<file path="config.mk">
export PLATFORM = sky130hd
export DESIGN_NAME = controle_elevador_param_flat
export DESIGN_NICKNAME = d
export VERILOG_FILES = /design/src/rtl/controle_elevador_param_if.sv /design/src/rtl/controle_elevador_param.sv /design/src/flat_wrapper.sv
export SDC_FILE = /design/constraint.sdc
export NUM_CORES = 1
export LEC_CHECK = 0
export CAP_MARGIN = 20
export CORE_MARGIN = 5
export CORE_UTILIZATION = 50
export CTS_CLUSTER_DIAMETER = 30
export CTS_CLUSTER_SIZE = 10
export DETAILED_ROUTE_END_ITERATION = 6
export PLACE_DENSITY = 0.87
export SYNTH_ARGS = -nofsm -noshare
export SYNTH_HDL_FRONTEND = slang
export SYNTH_SLANG_ARGS = --single-unit
</file>
<file path="constraint.sdc">
create_clock -name clock -period 5.4 [get_ports clock]
set_input_delay 1.08 -clock clock [delete_from_list [all_inputs] [get_ports clock]]
set_output_delay 1.08 -clock clock [all_outputs]
set_load 0.1 [all_outputs]
</file>
<file path="src/rtl/controle_elevador_param_if.sv">
// Call-button / display bundle for the parametrised elevator controller.
// The controller takes the slave side; call-button logic and the displays take the master side.
interface controle_elevador_param_if #(
  parameter int NUM_ANDARES = 4,
  parameter int ANDAR_W     = 2
);
  logic [NUM_ANDARES-1:0] chamada;
  logic [ANDAR_W-1:0]     andar;
  logic                   subindo;
  logic                   descendo;
  logic                   porta_aberta;
  logic [NUM_ANDARES-1:0] pendentes;

  modport master (
    output chamada,
    input  andar, subindo, descendo, porta_aberta, pendentes
  );

  modport slave (
    input  chamada,
    output andar, subindo, descendo, porta_aberta, pendentes
  );
endinterface

</file>
<file path="src/rtl/controle_elevador_param.sv">
// Collective (SCAN) elevator controller: latches floor calls, steps one floor per
// CICLOS_VIAGEM cycles and holds the door open CICLOS_PORTA cycles at served floors.
module controle_elevador_param #(
  parameter int NUM_ANDARES   = 4,
  parameter int ANDAR_W       = 2,
  parameter int CICLOS_VIAGEM = 4,
  parameter int CICLOS_PORTA  = 8
) (
  input  logic                     clock,
  input  logic                     reset,
  controle_elevador_param_if.slave ctl
);

  localparam logic [1:0] PARADO   = 2'd0;
  localparam logic [1:0] SUBINDO  = 2'd1;
  localparam logic [1:0] DESCENDO = 2'd2;
  localparam logic [1:0] PORTA    = 2'd3;

  localparam logic [1:0] DIR_SOBE  = 2'b01;
  localparam logic [1:0] DIR_DESCE = 2'b10;

  localparam int unsigned MAXC = (CICLOS_VIAGEM > CICLOS_PORTA) ? CICLOS_VIAGEM : CICLOS_PORTA;
  localparam int unsigned TW   = (MAXC > 1) ? $clog2(MAXC) : 1;
  localparam logic [TW-1:0] FIM_VIAGEM = TW'(CICLOS_VIAGEM - 1);
  localparam logic [TW-1:0] FIM_PORTA  = TW'(CICLOS_PORTA - 1);

  logic [1:0]             r_estado;
  logic [1:0]             r_direcao;
  logic [ANDAR_W-1:0]     r_andar;
  logic [TW-1:0]          r_timer;
  logic [NUM_ANDARES-1:0] r_pend;

  logic [NUM_ANDARES-1:0] w_alvo;
  logic [NUM_ANDARES-1:0] w_clr;
  logic [ANDAR_W-1:0]     w_ref;
  logic                   w_movendo;
  logic                   w_fim_viagem;
  logic                   w_fim_porta;
  logic                   w_acima;
  logic                   w_abaixo;
  logic                   w_aqui;
  logic [1:0]             w_estado_nxt;
  logic [1:0]             w_dir_nxt;
  logic [TW-1:0]          w_timer_nxt;

  assign w_alvo       = r_pend | ctl.chamada;
  assign w_movendo    = (r_estado == SUBINDO) || (r_estado == DESCENDO);
  assign w_fim_viagem = w_movendo && (r_timer == FIM_VIAGEM);
  assign w_fim_porta  = (r_estado == PORTA) && (r_timer == FIM_PORTA);

  // Decisions at the end of a hop are taken relative to the floor being arrived at.
  always_comb begin
    w_ref = r_andar;
    if (w_fim_viagem)
      w_ref = (r_estado == SUBINDO) ? r_andar + ANDAR_W'(1) : r_andar - ANDAR_W'(1);
  end

  always_comb begin
    w_acima  = 1'b0;
    w_abaixo = 1'b0;
    w_aqui   = 1'b0;
    for (int unsigned i = 0; i < NUM_ANDARES; i++) begin
      if (w_alvo[i] && (ANDAR_W'(i) >  w_ref)) w_acima  = 1'b1;
      if (w_alvo[i] && (ANDAR_W'(i) <  w_ref)) w_abaixo = 1'b1;
      if (w_alvo[i] && (ANDAR_W'(i) == w_ref)) w_aqui   = 1'b1;
    end
  end

  always_comb begin
    w_estado_nxt = r_estado;
    w_dir_nxt    = r_direcao;
    case (r_estado)
      PARADO: begin
        if (w_aqui)                  w_estado_nxt = PORTA;
        else if (w_acima && w_abaixo) w_estado_nxt = (r_direcao == DIR_SOBE) ? SUBINDO : DESCENDO;
        else if (w_acima)            w_estado_nxt = SUBINDO;
        else if (w_abaixo)           w_estado_nxt = DESCENDO;
      end
      SUBINDO, DESCENDO: begin
        if (w_fim_viagem) begin
          if (w_aqui)
            w_estado_nxt = PORTA;
          else if ((r_estado == SUBINDO) ? w_acima : w_abaixo)
            w_estado_nxt = r_estado;
          else if ((r_estado == SUBINDO) ? w_abaixo : w_acima)
            w_estado_nxt = (r_estado == SUBINDO) ? DESCENDO : SUBINDO;
          else
            w_estado_nxt = PARADO;
        end
      end
      default: begin
        if (w_fim_porta) begin
          if ((r_direcao == DIR_SOBE) ? w_acima : w_abaixo)
            w_estado_nxt = (r_direcao == DIR_SOBE) ? SUBINDO : DESCENDO;
          else if ((r_direcao == DIR_SOBE) ? w_abaixo : w_acima)
            w_estado_nxt = (r_direcao == DIR_SOBE) ? DESCENDO : SUBINDO;
          else
            w_estado_nxt = PARADO;
        end
      end
    endcase
    if (w_estado_nxt == SUBINDO)       w_dir_nxt = DIR_SOBE;
    else if (w_estado_nxt == DESCENDO) w_dir_nxt = DIR_DESCE;
  end

  // Calls to the floor where the door is (or is about to be) open are absorbed.
  always_comb begin
    w_clr = '0;
    if ((w_estado_nxt == PORTA) || (r_estado == PORTA))
      for (int unsigned i = 0; i < NUM_ANDARES; i++)
        w_clr[i] = (ANDAR_W'(i) == w_ref);
  end

  always_comb begin
    if ((r_estado == PARADO) || w_fim_viagem || w_fim_porta)
      w_timer_nxt = '0;
    else
      w_timer_nxt = r_timer + TW'(1);
  end

  always_ff @(posedge clock or posedge reset) begin
    if (reset) begin
      r_estado  <= PARADO;
      r_direcao <= DIR_SOBE;
      r_andar   <= '0;
      r_timer   <= '0;
      r_pend    <= '0;
    end else begin
      r_estado  <= w_estado_nxt;
      r_direcao <= w_dir_nxt;
      r_andar   <= w_ref;
      r_timer   <= w_timer_nxt;
      r_pend    <= (r_pend | ctl.chamada) & ~w_clr;
    end
  end

  assign ctl.andar        = r_andar;
  assign ctl.subindo      = (r_estado == SUBINDO);
  assign ctl.descendo     = (r_estado == DESCENDO);
  assign ctl.porta_aberta = (r_estado == PORTA);
  assign ctl.pendentes    = r_pend;

endmodule

</file>
<file path="src/flat_wrapper.sv">
// flat-port wrapper written by rule: the top's interface ports become plain ports
module controle_elevador_param_flat 
#(
  parameter int NUM_ANDARES   = 4,
  parameter int ANDAR_W       = 2,
  parameter int CICLOS_VIAGEM = 4,
  parameter int CICLOS_PORTA  = 8
)
  (clock, reset, ctl_chamada, ctl_andar, ctl_subindo, ctl_descendo, ctl_porta_aberta, ctl_pendentes);
  controle_elevador_param_if #(.NUM_ANDARES(NUM_ANDARES), .ANDAR_W(ANDAR_W)) ctl_i ();
  input  logic clock;
  input  logic reset;
  input wire logic [$bits(ctl_i.chamada)-1:0] ctl_chamada;
  output wire logic [$bits(ctl_i.andar)-1:0] ctl_andar;
  output wire logic [$bits(ctl_i.subindo)-1:0] ctl_subindo;
  output wire logic [$bits(ctl_i.descendo)-1:0] ctl_descendo;
  output wire logic [$bits(ctl_i.porta_aberta)-1:0] ctl_porta_aberta;
  output wire logic [$bits(ctl_i.pendentes)-1:0] ctl_pendentes;
  assign ctl_i.chamada = ctl_chamada;
  assign ctl_andar = ctl_i.andar;
  assign ctl_subindo = ctl_i.subindo;
  assign ctl_descendo = ctl_i.descendo;
  assign ctl_porta_aberta = ctl_i.porta_aberta;
  assign ctl_pendentes = ctl_i.pendentes;
  controle_elevador_param #(.NUM_ANDARES(NUM_ANDARES), .ANDAR_W(ANDAR_W), .CICLOS_VIAGEM(CICLOS_VIAGEM), .CICLOS_PORTA(CICLOS_PORTA)) u_core (.clock(clock), .reset(reset), .ctl(ctl_i));
endmodule
</file>
Word-level counts from Yosys, hierarchy flattened
Cells that the tools add are included.

Bitwise logic cells: 3. Reductions and logical operators: 23. Equal/unequal tests: 12. $add $sub $neg: 3. Order comparisons: 8. Mux-type cells: 37.

Operator list (count): $mux 2 (18); $mux 1 (16); $logic_and 1x1->1 (15); $eq 2x2->1 const B (4); $eq 2x1->1 const B (3); $and 4x4->4 (1); $eq 2x2->1 const A (2); $gt 1x2->1 const A (2); $gt 2x2->1 const A (2); $logic_not 2->1 (2); $logic_or 1x1->1 (4); $lt 1x2->1 const A (2); $lt 2x2->1 const A (2); $mux 4 (1); $not 4->4 (1); $or 4x4->4 (1); $pmux 2 s2 (1); $add 3x1->3 const B (1); $eq 3x2->1 const B (1); $eq 3x3->1 const B (1); $mux 3 (1); $add 2x1->2 const B (1); $eq 1x2->1 const A (1); $reduce_bool 2->1 (1); 2 further kinds (2).

Flip-flop bits (word level): 13. Bits of input ports: 6. Output and inout port bits: 9. Word-level logic and storage cells: 91.

Longest topological paths before layout
Gate-level depths: netlist (run 1).

Depth after elaboration: 21. Depth in mapped cells: 13. Gate-level depth less buffers: 13.

Least setup slack after synthesis (run 1)
No wires, ideal clock.

Path type: flip-flop to flip-flop. Start: register u_core.r_estado[1]. End: register u_core.r_pend[1], in the netlist u_core.ctl.pendentes[1]. Data required time: 5.316 ns. Path buffers: 0. Period minus slack after synthesis: 3.763 ns. Cell stages (with the launch flop): 13. Library setup time: 0.084 ns. Arrival: 3.679 ns. Path slack: 1.637 ns. Path through: dfrtp_1 inv_1 ha_1 xor2_1 or3_1 and2_4 mux2_4 mux2_2 o311ai_1 nand4_1 ha_1 or2_2 a31oi_1.

Longest elaborated chain between the ends: 21. Elaborated cells on any way between the ends: 69. Those cells by class: order compare: 8; eq/ne: 7; mux: 32; bitwise: 2; reduce/logical: 20.

RTL lines: from (decl) (RTL line controle_elevador_param.sv:27) `logic [1:0] r_estado;`; from (signal assigned) (RTL line controle_elevador_param.sv:129) `r_estado <= w_estado_nxt;`; $eq 2x1->1 *; net ctl_subindo (RTL line flat_wrapper.sv:15) `output wire logic [$bits(ctl_i.subindo)-1:0] ctl_subindo;`; $logic_or 1x1->1 (RTL line controle_elevador_param.sv:47) `assign w_movendo = (r_estado == SUBINDO) || (r_estado == DESCENDO);`; $logic_and 1x1->1 (RTL line controle_elevador_param.sv:48) `assign w_fim_viagem = w_movendo && (r_timer == FIM_VIAGEM);`; $mux 2 (RTL line controle_elevador_param.sv:54) `if (w_fim_viagem)`; $gt 1x2->1 or $lt 1x2->1 (tied branches) (RTL line controle_elevador_param.sv:63, controle_elevador_param.sv:64); $logic_and 1x1->1, on equally long branches (RTL line controle_elevador_param.sv:63, controle_elevador_param.sv:64); $mux 1, on equally long branches (4 in a row) (RTL line controle_elevador_param.sv:63, controle_elevador_param.sv:64); [4 not listed]; $mux 2 (RTL line controle_elevador_param.sv:80) `if (w_fim_viagem) begin`; $pmux 2 s2 * (RTL line controle_elevador_param.sv:72) `case (r_estado)`; net u_core.w_estado_nxt[1] (RTL line controle_elevador_param.sv:42) `logic [1:0] w_estado_nxt;`; $eq 2x2->1 * (RTL line controle_elevador_param.sv:109) `if ((w_estado_nxt == PORTA) || (r_estado == PORTA))`; $logic_or 1x1->1 * (RTL line controle_elevador_param.sv:109); $mux 4 * (RTL line controle_elevador_param.sv:109); $not 4->4 * (RTL line controle_elevador_param.sv:133) `r_pend <= (r_pend | ctl.chamada) & ~w_clr;`; $and 4x4->4 * (RTL line controle_elevador_param.sv:133); to (signal assigned) (RTL line controle_elevador_param.sv:133); to (decl) (RTL line controle_elevador_param.sv:31) `logic [NUM_ANDARES-1:0] r_pend;`.

Mark *: on every way through the listed nets, which the timed path passes. The rest lies on a longest branch. A chain may end at the register's enable or synchronous reset.

Worst setup path after layout (run 1)
Start: register u_core.r_estado[0]. End: register u_core.r_pend[1], in the netlist u_core.ctl.pendentes[1].

Longest elaborated chain between the ends: 21. Elaborated cells on any way between the ends: 69. Those cells by class: order compare: 8; eq/ne: 7; mux: 32; bitwise: 2; reduce/logical: 20.

RTL lines: $eq 2x1->1 or $eq 2x2->1 (tied branches); $logic_or 1x1->1 (RTL line controle_elevador_param.sv:47); $logic_and 1x1->1 (RTL line controle_elevador_param.sv:48); $mux 2 (RTL line controle_elevador_param.sv:54); $gt 1x2->1 or $lt 1x2->1 (tied branches) (RTL line controle_elevador_param.sv:63, controle_elevador_param.sv:64); $logic_and 1x1->1, on equally long branches (RTL line controle_elevador_param.sv:63, controle_elevador_param.sv:64); $mux 1, on equally long branches (4 in a row) (RTL line controle_elevador_param.sv:63, controle_elevador_param.sv:64); $mux 1 (RTL line controle_elevador_param.sv:85) `else if ((r_estado == SUBINDO) ? w_abaixo : w_acima)`; [3 not listed]; $mux 2 (RTL line controle_elevador_param.sv:80); $pmux 2 s2 * (RTL line controle_elevador_param.sv:72); net u_core.w_estado_nxt[0] (RTL line controle_elevador_param.sv:42); $eq 2x2->1 * (RTL line controle_elevador_param.sv:109); $logic_or 1x1->1 * (RTL line controle_elevador_param.sv:109); $mux 4 * (RTL line controle_elevador_param.sv:109); $not 4->4 * (RTL line controle_elevador_param.sv:133); $and 4x4->4 * (RTL line controle_elevador_param.sv:133).

Marked as above.

==> impl_results.md, run 1 <==
* Status: completed
* Most common cell in the netlist: dfrtp_1
* Core ar. at 1708 um^2
* Final setup fails at 0
* Overflow after GRT at 0
* Layout area overhead at 22.47%
* Maximum number of pins on one net before global-route repair at 14
* Port Buffers at 14
* Main flop type after synthesis: dfrtp_1
* Crit-path max FO at 7
* Antenna fix cells at 0
* TNS Setup at 0 ns
* Synth top cells by count: 12 x dfrtp_1, 9 x ha_1, 9 x inv_1
* Worst-Skew Late Latency at 0.27 ns
* Worst setup path start: u_core.r_estado[0]
* Yosys top cell area share at 34.14%
* Initial antenna violation count at 0
* Effective utilization at floorplan at 51.50%
* TritonCTS sink count at 13
* Row cnt at 15
* Syn avg cell area at 9.458 um^2
* Final Hold Fails at 0
* First-pass GRT wire length at 3443 um
* Worst Setup End Kind: flip-flop
* Crit path launch type: flip-flop
* Post-synth EDFFs at 0
* Routability cong. at 0.8870
* DRC at 0
* Per-cell routed wire length at between 10 and 15 um
* TritonCTS Buffers at 3
* Worst R2R Start: u_core.r_estado[0]
* Ratio of cells with drive above 1 in the final layout at between 10% and 20%
* Min-Delay Startpoint: u_core.r_timer[0]
* Flop and latch count out of synthesis at 13
* Fin. max-slew vios at 0
* CP arrival at 3.87 ns
* Async set-reset flop share out of synthesis at 100.0%
* Net count after synthesis at 108
* Total number of vias at 826
* CTS-repair resized insts at 0
* Synth top area cells: dfrtp_1 34%, ha_1 13%, a31oi_1 4.3%, a21oi_1 4.0%, o21ai_0 4.0%
* Clock transition at path regs at 0.08 ns
* Max Root-Sink Buffers at 2
* Hold crit path type: flip-flop to flip-flop
* Nets at 127
* Register area share after synthesis at a little under two fifths
* Hold_buf cts at 0
* CTS H-tree lvls at 1
* Synth warn at 0
* Post-route ant nets at 0
* WP data required at around 5.6 ns
* Unique masters post-synth at 32
* Setup CP Type: flip-flop to flip-flop
* CTS root buf: clkbuf_4
* Fmax at 0.2721 GHz
* TritonCTS clock tree: done
* Met2 WL at between 1000 and 1500 um
* Unrepaired setup endpoints after global routing: no
* DRT Wirelength at 1984 um
* Clock Skew at 0.006125 ns
* Tot GR Track Use at 16.54%
* Post-CTS Setup Repair Bufs at 0
* Mapped Area at between 800 and 900 um^2
* I/O pin count at 15
* Slew HR at 34.03%
* Die Height at 51.94 um
* Final period util at 68.06%
* Synthesized instance count at 93
* Worst-Margin Slew at ~1 ns
* Met1 Wirelength at 793 um
* Final min period at 3.675 ns
* Leading area contributor after synthesis: dfrtp_1
* WL met3 at 159 um
* Die area at 2698 um^2
* DRT Pass-1 Iters at 4
* Max-cap violation count at 0
* Iter 0 DRT Violations at 39
* Die Wd at 51.94 um
* Vias per cell at 6.074
* DR top layer: met4
* Vias in the first global route at 811
* Detailed placer's ending HPWL at around 1600 um
stage by stage:
step | hold slack [ns] | worst slack (ns) | std cells | instance area [um^2] | util [%]
4_1_cts | 0.4352 | 1.746 | 136 | 1077 | 63.08
6_report | 0.4309 | 1.725 | 136 | 1077 | 63.08
3_5_place_dp | 0.4246 | 1.567 | 132 | 1051 | 61.54
2_1_floorplan | 0.4082 | 1.637 | 93 | 879.6 | -
5_1_grt | 0.4650 | 1.373 | 136 | 1077 | 63.08
3_3_place_gp | 0.4189 | 1.643 | 132 | 1051 | 61.54
cell type report:
class                   instances  area [um^2]
flip-flops and latches         13        326.6
fillers                       136        630.6
clock buffers                   4        26.28
well taps                      25        31.28
repair buffers                 14        140.1
multi-input cells              71        519.2
inverters                       9        33.78
final timing paths:
path,end,slack [ns],cells past startpoint
worst max register to register,u_core.ctl.pendentes[1],1.72,12
max in group asynchronous,u_core.r_direcao[0],3.92,2
min in group asynchronous,u_core.ctl.andar[0],1.12,2
worst max-delay path,u_core.ctl.pendentes[1],1.72,12
worst min-delay path,u_core.r_timer[0],0.43,1
worst min register to register,u_core.r_timer[0],0.43,1
logic make-up (layout without fill, tap and decap cells):
family                     Yosys count  in the layout  share of synthesized area (%)
AOI/OAI and AO/OA                   29             29                          20.63
xor gates and xnor gates             3              3                          2.988
adders and majority gates            9              9                          12.80
buffers and inverters                9             27                          3.840
DFF                                 13             13                          37.13
muxes                                5              5                          6.543
and+or+nand+nor                     25             25                          16.08
cells in the final DEF (no fill, tap or decap), types with 2 or more instances in the layout:
master | netlist | routed
o211ai_1 | 3 | 3
a21oi_1 | 7 | 7
o21ai_0 | 7 | 7
nor2_1 | 6 | 6
nand2_1 | 3 | 3
clkdlybuf4s50_1 | 0 | 14
inv_1 | 9 | 9
nand4_1 | 3 | 3
mux2i_1 | 2 | 2
dfrtp_1 | 12 | 12
xor2_1 | 3 | 3
ha_1 | 9 | 9
a31oi_1 | 6 | 6
mux2_2 | 2 | 2
clkbuf_4 | 0 | 3
and3_2 | 3 | 3
worst max-delay path: stages, from the launching register on:
cell and delay [ns]:
dfrtp_1 0.46, inv_1 0.11, ha_1 0.43, nand2_2 0.16
xor2_1 0.50, o21ai_0 0.18, a21oi_1 0.42, nand3b_1 0.17
a21oi_1 0.06, o32a_1 0.41, ha_1 0.21, or2_2 0.31
a31oi_1 0.20
flip-flops by register name, indices dropped and copies added, names as in the netlist:
register,flops
u_core.ctl.andar,2
u_core.ctl.pendentes,4
u_core.r_direcao,2
u_core.r_estado,2
u_core.r_timer,3
layer usage:
metal	global-route usage, %	up-vias
met1	21.65	390
met3	2.006	4
li1	-	382
met5	0	-
met2	27.82	50
met4	5.677	0
Power of run 1 is left out: the tool's default activity adds up to more than one toggle a clock period on the data nets, which glitch-free logic cannot reach.
==> run 2: changes to the inputs <==
- CORE_UTILIZATION: 50 -> 46
- PLACE_DENSITY: 0.87 -> 0.85
- clock period: 5.4 -> 3.25 ns (I/O delays scaled with it)
==> impl_results.md, run 2 (synthesized netlist as in run 1, its figures left out) <==
* Overflow after GRT at 0
* Final min period at 3.234 ns
* Fin. max-slew vios at 0
* Ratio of cells with drive above 1 in the final layout at 41.73%
* Reg area at 327.8 um^2
* Row cnt at 15
* Top Usage Layer GRT: met2
* Nets at 143
* TritonCTS sink count at 13
* Number of fill cells at 132
* Cells on Worst Hold Path at 1
* Clock Skew at between 0.01 and 0.015 ns
* R2R depth at 12
* Layout area overhead at 44.10%
* Hold_buf cts at 0
* Fmax at 0.3092 GHz
* Final period util at 99.51%
* Hold crit path type: flip-flop to flip-flop
* Total number of vias at 893
* CP most frequent cell: mux2_4
* Worst Setup End Kind: flip-flop
* Max Root-Sink Buffers at 2
* Clock transition at path regs at 0.08 ns
* Reg2reg setup slack at between 0.015 and 0.02 ns
* Port Buffers at 14
* Setup WS pre-CTS at -0.1741 ns
* TritonCTS Buffers at 3
* Die Height at roughly 54 um
* Slowest cell on the critical path: dfrtp_1
* Final Hold Fails at 0
* Unrepaired setup endpoints after global routing: yes
* TritonCTS clock tree: done
* Met1 track demand over resource at 21.58%
* Iter 0 DRT Violations at 35
* Crit-path max FO at 6
* Post-route ant nets at 0
* Met3 Use GR at 1.108%
* CP max stage delay at 0.42 ns
* Worst R2R Start: u_core.r_estado[0]
* Effective utilization at floorplan at 49.86%
* Die area at around 2900 um^2
* Most common cell after layout, fill and taps aside: buf_4
* Met2 usage at 29.23%
* Worst-Margin Slew at 0.4594 ns
* Final hold slack at 0.4357 ns
* I/O pin count at 15
* Number of flip-flops in the largest register at 4
* Maximum number of pins on one net before global-route repair at 14
* Slew HR at 69.34%
* Commonest cells after routing, fill and taps aside: 24 x buf_4, 11 x dfrtp_1, 7 x o21ai_0
* DRT Wirelength at 2350 um
* Antenna fix cells at 0
* Die Wd at 53.73 um
* Min-Delay Startpoint: u_core.r_timer[0]
* Per-cell routed wire length at 15.46 um
* WP data required at 3.44 ns
* CP arrival at 3.42 ns
* Final core occ at 71.84%
* Detailed placer's ending HPWL at 1711 um
* CTS root buf: clkbuf_4
* Core ar. at 1764 um^2
* Final Cell Area at ~1300 um^2
* Area of the multi-input gates at 605.6 um^2
* Vias in the first global route at 842
* Crit path launch type: flip-flop
* Final setup fails at 0
* Placed inst area at 1125 um^2
* DRC at 0
* CP Cell Sequence: buf_6 -> ha_4 -> xor2_1 -> o21ai_0 -> and2_4 -> mux2_4 -> mux2_4 -> o311ai_4 -> nand4_1 -> ha_2 -> or2_4 -> a31oi_1
* Fin worst setup slack at ~0.016 ns
* Critical path buffers and inverters at 1
* Vias per cell at 5.875
* CTS H-tree lvls at 1
* Routability cong. at 0.9436
* DRT Pass-1 Iters at 4
* Initial antenna violation count at 0
* First-pass GRT wire length at 3629 um
* WHS Endpoint: u_core.r_timer[0]
* Setup CP Type: flip-flop to flip-flop
* Tot GR Track Use at 16.65%
* WP depth at 12
* Status: completed
* Top cell family by delay on the critical path: compound AO/OA/AOI/OAI gates
* Worst-Skew Late Latency at 0.27 ns
* FF-to-FF End: u_core.ctl.pendentes[1]
* Max-cap violation count at 0
## run 2: cell type report
class | count | share of cell area, %
clock buffer | 3 | 1.777
sequential | 13 | 25.86
inverter | 9 | 2.665
timing repair buffer | 30 | 19.05
multi-input combinational | 71 | 47.78
tap | 25 | 2.468
clock inverter | 1 | 0.3949
## run 2: worst reg2reg max path, cell delays in order, from the launching register on
cell and delay [ns]:
dfrtp_1 0.42, buf_6 0.14, ha_4 0.18, xor2_1 0.15
o21ai_0 0.30, and2_4 0.25, mux2_4 0.33, mux2_4 0.28
o311ai_4 0.30, nand4_1 0.19, ha_2 0.22, or2_4 0.26
a31oi_1 0.15
## run 2: stage by stage
stage               setup TNS (ns)  std cells
floorplan                        0         93
global placement           -0.1911        143
detailed placement         -0.7101        143
CTS                              0        148
global route               -0.2802        152
finish                           0        152
## run 2: repair_timing
item	4_1_cts	5_1_grt
cloned	0	0
resized for setup	2	13
buffers inserted	1	4
pin swaps	1	7
endpoints found under the setup margin	4	6
## run 2: worst max-delay path by stage
stage,start,endpoint,slack [ns]
after floorplan,u_core.r_estado[0],u_core.ctl.pendentes[1],0.03
after global placement,ctl_chamada[1],u_core.ctl.pendentes[1],-0.07
after detailed placement,ctl_chamada[1],u_core.ctl.pendentes[2],-0.17
after CTS,u_core.r_estado[1],u_core.ctl.pendentes[0],0.002
after global routing,u_core.r_estado[0],u_core.ctl.pendentes[1],-0.07
final,u_core.r_estado[0],u_core.ctl.pendentes[1],0.02
## run 2: layer usage
metal | up-vias | wire length (um)
met5 | - | 0
met2 | 29 | 1203
met1 | 446 | 1021
met4 | 0 | 12
met3 | 2 | 112
li1 | 416 | -
Power of run 2 is left out for the same reason.
